### config.mk
export PLATFORM = sky130hd
export DESIGN_NAME = sp_ingress_fifo
export DESIGN_NICKNAME = d
export VERILOG_FILES = /design/src/rtl/sp_ingress_fifo.sv
export SDC_FILE = /design/constraint.sdc
export NUM_CORES = 1
export LEC_CHECK = 0
export ABC_AREA = 1
export CAP_MARGIN = 15
export CORE_MARGIN = 5
export CORE_UTILIZATION = 57
export DETAILED_ROUTE_END_ITERATION = 8
export PLACE_DENSITY = 0.86
export SYNTH_ARGS = -nofsm -noshare
export SYNTH_HDL_FRONTEND = slang
export SYNTH_SLANG_ARGS = --single-unit
### constraint.sdc
create_clock -name sys_clk -period 2.8 [get_ports sys_clk]
set_clock_uncertainty 0.15 [all_clocks]
set_input_delay 0.28 -clock sys_clk [delete_from_list [all_inputs] [get_ports sys_clk]]
set_output_delay 0.28 -clock sys_clk [all_outputs]
set_load 0.01 [all_outputs]
### src/rtl/sp_ingress_fifo.sv
// sp_ingress_fifo: per-requester first-word-fall-through ingress queue
// feeding one lane of the strict-priority arbiter.
module sp_ingress_fifo #(
  parameter int DATA_BITWIDTH = 10,
  parameter int DEPTH         = 4,
  parameter int AFULL_THRESH  = 3
) (
  input  logic                     sys_clk,
  input  logic                     rst,
  input  logic                     Flush,
  input  logic                     InVld,
  input  logic [DATA_BITWIDTH-1:0] InData,
  output logic                     InRdy,
  output logic                     OutVld,
  output logic [DATA_BITWIDTH-1:0] OutData,
  input  logic                     OutRdy,
  output logic [$clog2(DEPTH):0]   Level,
  output logic                     AlmostFull
);

  localparam int AW = $clog2(DEPTH);
  localparam int LW = AW + 1;

  logic [DATA_BITWIDTH-1:0] mem [DEPTH];
  logic [AW-1:0]            wr_ptr;
  logic [AW-1:0]            rd_ptr;
  logic [LW-1:0]            level;
  logic                     push;
  logic                     pop;

  // Flags come from the registered count only, so OutRdy never
  // reaches InRdy combinationally; a pop while full frees the
  // slot for the following cycle.
  assign InRdy      = (level != LW'(DEPTH));
  assign OutVld     = (level != '0);
  assign AlmostFull = (level >= LW'(AFULL_THRESH));
  assign Level      = level;

  // Storage is not reset, so the head is masked to zero while empty.
  assign OutData = OutVld ? mem[rd_ptr] : '0;

  assign push = InVld & InRdy;
  assign pop  = OutVld & OutRdy;

  // Storage write; a flushing cycle drops the push.
  always_ff @(posedge sys_clk) begin
    if (push && !Flush) begin
      mem[wr_ptr] <= InData;
    end
  end

  // Pointers wrap by natural overflow; level tracks the entry count.
  always_ff @(posedge sys_clk or posedge rst) begin
    if (rst) begin
      wr_ptr <= '0;
      rd_ptr <= '0;
      level  <= '0;
    end else if (Flush) begin
      wr_ptr <= '0;
      rd_ptr <= '0;
      level  <= '0;
    end else begin
      if (push) begin
        wr_ptr <= wr_ptr + AW'(1);
      end
      if (pop) begin
        rd_ptr <= rd_ptr + AW'(1);
      end
      if (push && !pop) begin
        level <= level + LW'(1);
      end else if (pop && !push) begin
        level <= level - LW'(1);
      end
    end
  end

endmodule

Word-level counts from Yosys, hierarchy flattened
Memory sizes are Yosys's and may differ from the RTL's.
Index checks and enable logic that the tools add are counted.
{ "word_totals": {"in_bits": 15, "memories": 1, "wordCells": 32, "reg_bits": 7, "mem_bits_rw": 40, "output_inout_bits": 16} }
{ "memory_table": {"columns": ["name", "words", "word_bits", "rd", "rd_ports_with_merged_regs", "write_ports", "line_no", "text"], "rows": [
  ["mem", 4, 10, 1, 0, 1, "24", "logic [DATA_BITWIDTH-1:0] mem [DEPTH];"]
]} }
{ "op_classes": {"n_addsub": 4, "eq_ne": 1, "n_lt_le_gt_ge": 1, "n_mux": 10, "n_reduce_logical": 10, "n_bitwise": 2} }
{ "op_table": {"columns": ["cell", "n"], "rows": [
  ["2-to-1 mux 10 bit", 1],
  ["2-to-1 mux 3 bit", 3],
  ["2-to-1 mux 2 bit", 4],
  ["nonzero test 3 bit", 2],
  ["adder 2 x 1 -> 2 bit, second input constant", 2],
  ["nonzero test 2 bit", 2],
  ["adder 3 x 1 -> 3 bit, second input constant", 1],
  [">= comparator 3 x 2 -> 1 bit, second input constant", 1],
  ["logical AND 1 bit", 3],
  ["logical NOT 1 bit", 3],
  ["inequality test 3 bit, second input constant", 1],
  ["subtractor 3 x 1 -> 3 bit, second input constant", 1],
  ["bitwise AND 1 bit", 2],
  ["2-to-1 mux 1 bit", 2]
]} }

Logic depth before layout (Yosys ltp)
{ "logic_depth": {"word_depth": 7, "depth_mapped": 12, "mapped_depth_nobuf": 12} }

Worst setup path after synthesis
OpenSTA, ideal clock, no wires.
{ "synth_path": {"path_type": "register to register", "startpoint": "register level[0], in the netlist Level[0]", "endpoint": "register level[2], in the netlist Level[2]", "slack_ns": 0.858, "period_less_slack_ns": 1.942, "t_required_ns": 2.532, "t_arrival_ns": 1.674, "setup_ns": 0.118, "n_path_buf": 0, "stages_incl_launch_ff": 12, "cell_sequence": "dfrtp_1 -> nor2_2 -> a21oi_2 -> nand2_4 -> inv_1 -> fa_1 -> xnor2_1 -> inv_1 -> nand2_1 -> nand2_1 -> nand3_1 -> nand2_1"} }
{ "synth_via": {"elab_chain_cells": 6, "elab_cells_between_ends": 14, "cone_classes": "2 x add/sub; 1 x eq/ne; 3 x mux; 2 x bitwise; 6 x reduce/logical"} }
{ "synth_lines": {"columns": ["element", "line_no", "text"], "rows": [
  ["from (decl)", "27", "logic [LW-1:0] level;"],
  ["from (signal assigned)", "70", "level <= level + LW'(1);"],
  ["from (signal assigned)", "72", "level <= level - LW'(1);"],
  ["parallel branches: the longest is 6 deep, another holds subtractor 3 x 1 -> 3 bit", null, null]
]} }
Parallel ways; which one is timed is not known. The select of a mux whose other input is x is not followed.
A chain may end at the register's enable or synchronous reset.

Worst setup path after layout
{ "layout_path": {"startpoint": "register rd_ptr[0]", "endpoint": "output port OutData[8]"} }
{ "layout_via": {"elab_chain_cells": 2} }
{ "layout_lines": {"columns": ["element", "line_no", "text"], "rows": [
  ["from (decl)", "26", "logic [AW-1:0] rd_ptr;"],
  ["from (signal assigned)", "67", "rd_ptr <= rd_ptr + AW'(1);"],
  ["memory read (4 x 10 bit)", null, null],
  ["2-to-1 mux 10 bit", "40", "assign OutData = OutVld ? mem[rd_ptr] : '0;"],
  ["to (decl)", "15", "output logic [DATA_BITWIDTH-1:0] OutData,"]
]} }
No other way between the ends.

==> run summary <==
• **run status** complete, no violations
• **HPWL after detailed placement** 2.78 mm
• **register-to-register setup slack** 0.69 ns
• **Placer Congestion** 0.735
• **setup tns final** 0 ns
• **core area** 3610 um^2
• **row count** 22
• **CP max FO** 22
• **Ports** 31
• **share of post-route cells with drive strength above 1** 12.7%
• **critical register-to-register path endpoint** Level[2]$_DFFE_PP0P_
• **net count after synthesis** 204
• **combinational share of power** 39.9%
• **Detailed Routing Iterations Pass 1** 4
• **post-synthesis average cell area** 11.3 um^2
• **Clk pwr share** 18.3%
• **total wire length** 3.99 mm
• **unrepaired setup endpoints after global routing** false
• **Clk Latency, worst-skew pair** 0.30 ns
• **CTS tree** built
• **last element of the critical path** OutData[8]
• **share of total power consumed by net switching** 35.1%
• **die span in x** 70.3 um
• **max-slew violation count** 0
• **Setup Crit Path Kind** reg2out
• **worst flop-to-flop path startpoint** Level[0]$_DFFE_PP0P_
• **Reg clk slew, reported paths** 0.08 ns
• **delay of the slowest cell on the worst path** 0.57 ns
• **count of filler cells inserted in the layout** 260
• **path category of the worst min-delay check** in2async
• **count of endpoints failing setup in the final report** 0
• **Worst-Margin Slew** 0.405 ns
• **average wire length per cell after detail routing** 14.8 um
• **static power due to leakage** 0.949 nW
• **most common library cell in the layout ignoring fill and taps** sky130_fd_sc_hd__nor2_1
• **summed instance area of the synthesized netlist** 2070 um^2
• **overall power of the completed layout** 0.00215 W
• **Tmin final** 2.53 ns
• **fraction of the yosys area taken by sequential cells** 66.3%
• **die footprint** 4950 um^2
• **Slew Limit Headroom** 73.0%
• **number of antenna-violating nets in the routed design** 0
• **Cell Int Power** 0.00139 W
• **DIE HEIGHT** 70.3 um
• **path depth of the worst reg2reg path** 11
• **Initial Util** 57.5%
• **DRT iter0 DRCs** 102
• **antenna fix cells** 0
• **Setup crit start** rd_ptr[0]$_DFFE_PP0P_
• **instance count of the mapped netlist** 184
• **pwr/cell area** 846 nW/um^2
• **nets** 240
• **most frequent cells in the layout** 47 x sky130_fd_sc_hd__nor2_1, 40 x sky130_fd_sc_hd__edfxtp_1, 30 x sky130_fd_sc_hd__clkdlybuf4s50_1, 19 x sky130_fd_sc_hd__o21ai_0, 14 x sky130_fd_sc_hd__inv_1
• **drc violations** 0
• **number of maximum-capacitance violations** 0
• **H-tree Lvls** 2
• **Synthesis Warnings** 0
• **global-route wire length before repair** 6.64 mm
• **Sink Count** 47
• **signal arrival time at the worst endpoint** 2.10 ns
• **clock root buffer** sky130_fd_sc_hd__clkbuf_8
• **cell type of the slowest stage on the worst timing path** sky130_fd_sc_hd__dfrtp_2
• **Net Switching** 0.000753 W
• **pin count of the biggest net entering global routing** 23
• **total global routing overflow** 0
• **synthesized flop and latch total** 47
• **Crit. End Element** output pin
• **element type at the critical path start** flip-flop
• **number of vias in the routed layout** 1406
• **number of antenna violations at the first check in global routing** 0
• **post-route fraction of the period consumed by the critical path** 90.4%
• **required time of the worst setup path** 2.37 ns
• **top achievable clock speed** 395 MHz
• **gr usage total** 17.7%
• **Port Buffers** 30
• **number of global-route vias before repair** 1430
• **number of hold violations in the final report** 0
• **peak supply drop** 434 uV
• **Via density** 5.23
• **number of unique standard cell types used by synthesis** 25
• **maximum clock path buffer count** 2
• **area growth from synthesis to layout** 22.2%
• **CP cell instances** inv_2, o21ai_0, a21oi_1, clkdlybuf4s50_1
• **number of buffers created by CTS** 5
• **sequential cell fraction of total power** 41.7%
## power by group through the flow
stage	sequential [W]	clock [W]	combinational, W
floorplan	0.000879	0	0.000503
global placement	0.000903	0	0.000832
detailed placement	0.000908	0	0.000864
CTS	0.000893	0.000400	0.000866
global route	0.000907	0.000430	0.000944
finish	0.000896	0.000393	0.000857
## per-layer routing
layer / GRT usage [%] / up-vias / share of wire (%)
li1: - / 691 / -
met1: 21.6 / 664 / 42
met2: 29.5 / 45 / 51
met3: 5.04 / 6 / 5.4
met4: 7.02 / 0 / 1.2
met5: 0 / - / 0
## cell usage after synthesis, drive strengths merged
cell	count	area, um^2
o21ai	25	133
nand2	13	83.8
a21oi	11	58.8
clkbuf	4	15.0
ha	4	50.1
nand3	6	42.5
nand4	1	6.26
inv	17	63.8
edfxtp	40	1200
xor2	1	8.76
clkinv	1	3.75
xnor2	1	8.76
buf	2	10.0
dfrtp	7	175
fa	1	20.0
nor2	49	189
nor3	1	5.00
## through the flow
stage / instance area, um^2 / hold WS [ns] / setup slack (ns) / std cells / util (%)
final: 2530 / 0.0628 / 0.269 / 269 / 70.3
after detailed placement: 2450 / 0.400 / 0.413 / 261 / 67.9
after CTS: 2530 / 0.0663 / 0.0742 / 269 / 70.2
after global placement: 2450 / 0.398 / 0.541 / 261 / 67.9
after global routing: 2530 / 0.0668 / 0.144 / 269 / 70.3
after floorplan: 2070 / -0.0666 / 0.858 / 184 / -
## state kept, by name, summed over array words and instances, names as in the netlist
name and flops:
Level 3, mem 40, rd_ptr 2, wr_ptr 2
## cell families (layout without fill, tap and decap cells)
group           count (synthesis)  in the layout  synth area share (%)
buf+inv                        24             61                  4.46
xor+xnor                        2              2                 0.845
compound gates                 36             36                  9.23
flops                          47             47                  66.3
fa+ha+maj                       5              5                  3.38
simple gates                   70             70                  15.7
## worst min path at each step
stage,cells past startpoint,slack (ns),end
final,2,0.06,Level[2]$_DFFE_PP0P_
after global routing,2,0.07,Level[1]$_DFFE_PP0P_
after CTS,2,0.07,rd_ptr[0]$_DFFE_PP0P_
after detailed placement,2,0.40,Level[1]$_DFFE_PP0P_
after global placement,2,0.40,Level[1]$_DFFE_PP0P_
after floorplan,1,-0.07,Level[0]$_DFFE_PP0P_
## layout make-up
| cell class | instances | area [um^2] | share of cell area [%] |
|---|---|---|---|
| Sequential cell | 47 | 1380 | 54.4 |
| Multi-Input combinational cell | 113 | 606 | 23.9 |
| Timing Repair Buffer | 35 | 338 | 13.3 |
| Clock buffer | 6 | 72.6 | 2.86 |
| Inverter | 18 | 67.6 | 2.67 |
| Tap cell | 48 | 60.1 | 2.37 |
| Clock inverter | 2 | 12.5 | 0.494 |
## critical path, delay by kind of cell (launching register included)
kind,cells,cell delay (ns)
buf+inv,2,0.89
compound gates,2,0.33
flops,1,0.57
## timing repair
item,CTS,global route
setup endpoints to repair,0,10
hold buffers,0,0
resized for setup,0,2
buffers inserted,0,0
(Power assumes the default switching activity.)
